## src/rtl/dmul_uni_sched_if.sv

```systemverilog
// Requester-side and response-side handshake bundle for dmul_uni_sched.
// Operands are packed per requester: requester i owns bits [i*INWD +: INWD].
interface dmul_uni_sched_if #(
  parameter int INWD = 8,
  parameter int NREQ = 4,
  parameter int IDW  = 2
);
  logic [NREQ-1:0]      req_valid;
  logic [NREQ-1:0]      req_ready;
  logic [NREQ*INWD-1:0] req_a;
  logic [NREQ*INWD-1:0] req_b;
  logic [2*INWD-1:0]    cfg_len;
  logic                 rsp_valid;
  logic                 rsp_ready;
  logic [IDW-1:0]       rsp_id;
  logic [2*INWD-1:0]    rsp_data;

  // Requester fabric / response consumer side
  modport master (
    output req_valid, req_a, req_b, cfg_len, rsp_ready,
    input  req_ready, rsp_valid, rsp_id, rsp_data
  );

  // Scheduler side
  modport slave (
    input  req_valid, req_a, req_b, cfg_len, rsp_ready,
    output req_ready, rsp_valid, rsp_id, rsp_data
  );
endinterface

```

## src/rtl/dmul_uni_sched.sv

```systemverilog
// Round-robin front end for a single shared unary multiplier: grants one
// requester at a time, pulses the multiplier load, runs the bitstream for the
// programmed length, then returns the captured product tagged with the id.
module dmul_uni_sched #(
  parameter int INWD = 8,
  parameter int NREQ = 4,
  parameter int IDW  = 2
) (
  input  logic              clk,
  input  logic              rst_n,
  dmul_uni_sched_if.slave   bus,
  output logic [INWD-1:0]   mul_iA_o,
  output logic [INWD-1:0]   mul_iB_o,
  output logic              mul_loadA_o,
  output logic              mul_loadB_o,
  input  logic [2*INWD-1:0] mul_oC_i,
  output logic              busy_o
);
  localparam int RW = 2 * INWD;  // result width
  localparam int CW = RW + 1;    // count width; holds 2^RW without wrapping

  typedef enum logic [1:0] {IDLE, LOAD, RUN, RESP} state_t;

  state_t          state_q, state_d;
  logic [IDW-1:0]  ptr_q, ptr_d;
  logic [IDW-1:0]  id_q;
  logic [INWD-1:0] a_q, b_q;
  logic [CW-1:0]   len_q, cnt_q;
  logic            rsp_valid_q;
  logic [IDW-1:0]  rsp_id_q;
  logic [RW-1:0]   rsp_data_q;

  logic            gnt_vld;
  logic [IDW-1:0]  gnt_id;
  logic [IDW-1:0]  idx;
  logic            run_last;

  assign run_last = (cnt_q == len_q - CW'(1));

  // First set req_valid searching upward from ptr, wrapping modulo NREQ
  always_comb begin
    gnt_vld = 1'b0;
    gnt_id  = '0;
    idx     = '0;
    for (int k = 0; k < NREQ; k++) begin
      idx = IDW'((int'(ptr_q) + k) % NREQ);
      if (!gnt_vld && bus.req_valid[idx]) begin
        gnt_vld = 1'b1;
        gnt_id  = idx;
      end
    end
  end

  // Accept strobe: only in IDLE and never while reset is held
  always_comb begin
    bus.req_ready = '0;
    if (rst_n && state_q == IDLE && gnt_vld) bus.req_ready[gnt_id] = 1'b1;
  end

  // Next-state and pointer update
  always_comb begin
    state_d = state_q;
    ptr_d   = ptr_q;
    case (state_q)
      IDLE: if (gnt_vld) state_d = LOAD;
      LOAD: state_d = RUN;
      RUN:  if (run_last) state_d = RESP;
      RESP: if (bus.rsp_ready) begin
              state_d = IDLE;
              ptr_d   = IDW'((int'(id_q) + 1) % NREQ);
            end
      default: state_d = IDLE;
    endcase
  end

  // State and round-robin pointer registers
  always_ff @(posedge clk) begin
    if (!rst_n) begin
      state_q <= IDLE;
      ptr_q   <= '0;
    end else begin
      state_q <= state_d;
      ptr_q   <= ptr_d;
    end
  end

  // Operand latch at accept, run counter, result capture and hold
  always_ff @(posedge clk) begin
    if (!rst_n) begin
      id_q        <= '0;
      a_q         <= '0;
      b_q         <= '0;
      len_q       <= '0;
      cnt_q       <= '0;
      rsp_valid_q <= 1'b0;
      rsp_id_q    <= '0;
      rsp_data_q  <= '0;
    end else begin
      case (state_q)
        IDLE: if (gnt_vld) begin
                a_q   <= bus.req_a[int'(gnt_id)*INWD +: INWD];
                b_q   <= bus.req_b[int'(gnt_id)*INWD +: INWD];
                id_q  <= gnt_id;
                // zero length encodes the full 2^RW-cycle run
                len_q <= (bus.cfg_len == '0) ? (CW'(1) << RW) : CW'(bus.cfg_len);
              end
        LOAD: cnt_q <= '0;
        RUN: begin
          cnt_q <= cnt_q + CW'(1);
          if (run_last) begin
            rsp_data_q  <= mul_oC_i;
            rsp_id_q    <= id_q;
            rsp_valid_q <= 1'b1;
          end
        end
        RESP: if (bus.rsp_ready) rsp_valid_q <= 1'b0;
        default: ;
      endcase
    end
  end

  assign mul_iA_o     = a_q;
  assign mul_iB_o     = b_q;
  assign mul_loadA_o  = (state_q == LOAD);
  assign mul_loadB_o  = (state_q == LOAD);
  assign busy_o       = (state_q != IDLE);
  assign bus.rsp_valid = rsp_valid_q;
  assign bus.rsp_id    = rsp_id_q;
  assign bus.rsp_data  = rsp_data_q;
endmodule

```

## src/flat_wrapper.sv

```systemverilog
// flat-port wrapper written by rule: the top's interface ports become plain ports
module dmul_uni_sched_flat 
#(
  parameter int INWD = 8,
  parameter int NREQ = 4,
  parameter int IDW  = 2
)
  (clk, rst_n, mul_iA_o, mul_iB_o, mul_loadA_o, mul_loadB_o, mul_oC_i, busy_o, bus_req_valid, bus_req_a, bus_req_b, bus_cfg_len, bus_rsp_ready, bus_req_ready, bus_rsp_valid, bus_rsp_id, bus_rsp_data);
  dmul_uni_sched_if #(.INWD(INWD), .NREQ(NREQ), .IDW(IDW)) bus_i ();
  input  logic clk;
  input  logic rst_n;
  output logic [INWD-1:0] mul_iA_o;
  output logic [INWD-1:0] mul_iB_o;
  output logic mul_loadA_o;
  output logic mul_loadB_o;
  input  logic [2*INWD-1:0] mul_oC_i;
  output logic busy_o;
  input wire logic [$bits(bus_i.req_valid)-1:0] bus_req_valid;
  input wire logic [$bits(bus_i.req_a)-1:0] bus_req_a;
  input wire logic [$bits(bus_i.req_b)-1:0] bus_req_b;
  input wire logic [$bits(bus_i.cfg_len)-1:0] bus_cfg_len;
  input wire logic [$bits(bus_i.rsp_ready)-1:0] bus_rsp_ready;
  output wire logic [$bits(bus_i.req_ready)-1:0] bus_req_ready;
  output wire logic [$bits(bus_i.rsp_valid)-1:0] bus_rsp_valid;
  output wire logic [$bits(bus_i.rsp_id)-1:0] bus_rsp_id;
  output wire logic [$bits(bus_i.rsp_data)-1:0] bus_rsp_data;
  assign bus_i.req_valid = bus_req_valid;
  assign bus_i.req_a = bus_req_a;
  assign bus_i.req_b = bus_req_b;
  assign bus_i.cfg_len = bus_cfg_len;
  assign bus_i.rsp_ready = bus_rsp_ready;
  assign bus_req_ready = bus_i.req_ready;
  assign bus_rsp_valid = bus_i.rsp_valid;
  assign bus_rsp_id = bus_i.rsp_id;
  assign bus_rsp_data = bus_i.rsp_data;
  dmul_uni_sched #(.INWD(INWD), .NREQ(NREQ), .IDW(IDW)) u_core (.clk(clk), .rst_n(rst_n), .bus(bus_i), .mul_iA_o(mul_iA_o), .mul_iB_o(mul_iB_o), .mul_loadA_o(mul_loadA_o), .mul_loadB_o(mul_loadB_o), .mul_oC_i(mul_oC_i), .busy_o(busy_o));
endmodule
```

## config.mk

```make
export PLATFORM = sky130hd
export DESIGN_NAME = dmul_uni_sched_flat
export DESIGN_NICKNAME = d
export VERILOG_FILES = /design/src/rtl/dmul_uni_sched_if.sv /design/src/rtl/dmul_uni_sched.sv /design/src/flat_wrapper.sv
export SDC_FILE = /design/constraint.sdc
export NUM_CORES = 1
export LEC_CHECK = 0
export CAP_MARGIN = 10
export CORE_UTILIZATION = 40
export DETAILED_ROUTE_END_ITERATION = 16
export MAX_ROUTING_LAYER = met4
export PLACE_DENSITY = 0.83
export SLEW_MARGIN = 20
export SYNTH_ARGS = -nofsm -noshare
export SYNTH_HDL_FRONTEND = slang
export SYNTH_SLANG_ARGS = --single-unit
```

## constraint.sdc

```tcl
create_clock -name clk -period 2.7 [get_ports clk]
set_input_delay 0.405 -clock clk [delete_from_list [all_inputs] [get_ports clk]]
set_output_delay 0.405 -clock clk [all_outputs]
set_load 0.05 [all_outputs]
```

==> out/qor.csv <==
metric;value;unit
Worst EP arrival;2.90;ns
Yosys warnings;0;
Worst Path Max Fanout;18;
sequential share of the synthesized area;35.59;%
CP Class;flop to flop;
measured slew at the worst slew-check pin;0.8528;ns
Tcrit/Tclk final;96.45;%
adder-cell share of the synthesized area;2.076;%
Num CTS Buffers;9;
Vias per Instance;5.329;
crit path max-delay cell type;or4_1;
pin count of the biggest net entering global routing;83;
vias in the first global route;4083;
XOR/XNOR Fraction of Synth Area;8.096;%
Root Driver;clkbuf_8;
critical-path cell list;or4_1, or3_1, a211o_1, a22oi_2, nand4_4, nor2_8, buf_12, mux2i_1;
Avg Inst Size Synth;8.192;sq um
Final Non-Filler Cells;796;
Routed WL;11770;um
Post-synth EDFFs;0;
Max Freq;0.3840;GHz
top_reg_cell synth;dfxtp_1;
register area;1501;sq um
first-pass GRT wire length;18750;um
pwr/cell area;750.2;nW/um^2
antenna-violating nets left;0;
final hold slack;0.4645;ns
WL per Instance;14.79;um
drt pass-1 iters;5;
aggregate global routing overflow;0;
FILL cells;917;
Netlist Area Pre-Place;4219;sq um
final setup fails;0;
vias;4242;
Synth Area in Simple Gates;28.14;%
min cycle time layout;2.604;ns
Syn Inst Count;515;
synth unique cells;47;
CTS Buffer Depth;2;
final core occ;59.47;%
Clock Skews;0.01818;ns
P_leak;2.255;nW
CTS tree;yes;
Total Nets Final;765;
crit end category;flop;
startpoint types;flop;
DIE WIDTH;104.7;um
largest family of logic cells by synthesized area;simple AND/OR/NAND/NOR gates;
synthesis-to-finish area growth;44.87;%
max incr delay on CP;0.54;ns
Fin. Hold Viols;0;
PortBufs;144;
normalized max-slew margin;42.93;%
Final Cell Area;6112;sq um
die area;10960;sq um
diode count;0;
status;finished, final reports clean;
placed cells;778;
most frequent cells in the layout;clkdlybuf4s50_1 (139), nand2_1 (107), dfxtp_1 (75);
post-synth net total;625;
die height;104.7;um
multiplexer share of the synthesized area;5.249;%
area of the multi-input gates;2581;sq um
leading cell type in the layout, fill and taps excluded;clkdlybuf4s50_1;
Max VDD drop;0.3019;mV
Max-cap violations;0;
GP Congestion;0.8730;
worst path bufs/invs;1;
worst path required time;3.00;ns
Fin Setup TNS;0;ns
share of layout cells above drive strength 1;7.879;%
Cell Rows;37;
FF+latch count, synth;75;
Hold Path Class;flop to flop;
Initial Util;41.05;%
RSZ-0062 raised after global routing;no;
CORE AREA;10280;sq um
Post-DP HPWL;8657;um
clock transition at the registers of the reported paths;0.10;ns
Starting DRT DRC Count;189;
Area after DPL;5881;sq um
Compound-Gate Fraction of Synth Area;16.73;%
initial antenna violation count;0;
Async SR Flop Fraction;0;%
clk_lat worst skew;0.37;ns
CTS HTree Levels;3;
I/O pins;145;
Post-CTS Hold Buffers;0;
Final Max Slew Viols;0;
All-Layer GR Usage;21.72;%
# clock sinks;75;
Top Family by Delay on Critical Path;simple AND/OR/NAND/NOR gates;
DRC violations left;0;
-- worst paths after layout --
| kind | startpoint | end | slack (ns) | cells past startpoint |
|---|---|---|---|---|
| min | u_core.bus.rsp_data[8]$_SDFFE_PN0P_ | u_core.bus.rsp_data[8]$_SDFFE_PN0P_ | 0.46 | 2 |
| min reg2reg | u_core.bus.rsp_data[8]$_SDFFE_PN0P_ | u_core.bus.rsp_data[8]$_SDFFE_PN0P_ | 0.46 | 2 |
| max reg2reg | u_core.len_q[7]$_SDFFE_PN0P_ | u_core.bus.rsp_data[11]$_SDFFE_PN0P_ | 0.1 | 8 |
| max | u_core.len_q[7]$_SDFFE_PN0P_ | u_core.bus.rsp_data[11]$_SDFFE_PN0P_ | 0.1 | 8 |
-- layer usage --
layer,vias up,global-route usage (%),part of all wire [%]
met1,1984,24.40,42
met5,-,-,0
met2,151,37.80,50
met4,0,7.746,1.7
met3,24,4.866,6.0
li1,2083,-,-
-- synth_stat cells (6+ instances only) --
master | n | area, sq um
clkbuf_1 | 28 | 105.1
nor2_1 | 28 | 105.1
and2_1 | 21 | 131.4
a22oi_1 | 13 | 97.59
o21ai_0 | 7 | 35.03
a21oi_1 | 6 | 30.03
a21boi_0 | 21 | 157.7
xor2_1 | 19 | 166.4
a311o_1 | 16 | 160.2
nand2_1 | 107 | 401.6
nor3_1 | 7 | 35.03
nor4_1 | 8 | 50.05
xnor2_1 | 20 | 175.2
nand3_1 | 16 | 80.08
nor2b_1 | 15 | 93.84
a211oi_1 | 17 | 127.6
dfxtp_1 | 75 | 1501
nand4_1 | 11 | 68.82
mux2i_1 | 21 | 210.2
inv_1 | 10 | 37.54
ha_1 | 7 | 87.58
-- final cells by class --
| class | instances | area share (%) |
|---|---|---|
| sequential | 75 | 24.57 |
| tap | 136 | 2.784 |
| clock buffer | 9 | 2.027 |
| clock inverter | 7 | 1.249 |
| timing repair buffer | 160 | 26.53 |
| inverter | 10 | 0.6141 |
| multi-input combinational | 399 | 42.23 |
-- where the power goes --
part / internal (mW) / switching [mW]
Sequential: 1.29 / 0.183
Clock: 0.369 / 0.507
Combinational: 0.924 / 1.32
Total: 2.58 / 2.01
-- flip-flops by register name, summed over array words and instances, names as in the netlist --
register              flops
u_core.id_q               2
u_core.bus.rsp_valid      1
u_core.ptr_q              2
u_core.mul_iB_o           8
u_core.cnt_q             17
u_core.len_q             17
u_core.state_q            2
u_core.mul_iA_o           8
u_core.bus.rsp_data      16
u_core.bus.rsp_id         2
-- worst reg2reg max path: cells and delay by family, from the launching register on --
family | cells | cell delay (ns)
compound gates | 2 | 0.53
buf+inv | 1 | 0.18
flops | 1 | 0.35
mux | 1 | 0.21
simple gates | 4 | 1.27
-- kinds of logic after synthesis --
family	after synthesis
AOI/OAI and AO/OA	93
xor gates and xnor gates	39
adders and majority gates	7
buffers and inverters	41
DFF	75
muxes	22
and+or+nand+nor	238
-- per-stage QoR --
stage	setup WS (ns)	power [mW]
2_1_floorplan	0.07955	2.942
3_3_place_gp	0.1144	3.625
3_5_place_dp	0.01871	3.694
6_report	0.09598	4.585
4_1_cts	0.01959	4.581
5_1_grt	0.006352	4.833
-- timing repair --
| action | CTS | global route |
|---|---|---|
| resized for setup | 0 | 0 |
| setup buffers | 0 | 2 |
| setup endpoints to repair | 0 | 18 |
| endpoints found under the hold margin | 0 | 0 |
Power figures use the tool's default switching activity.
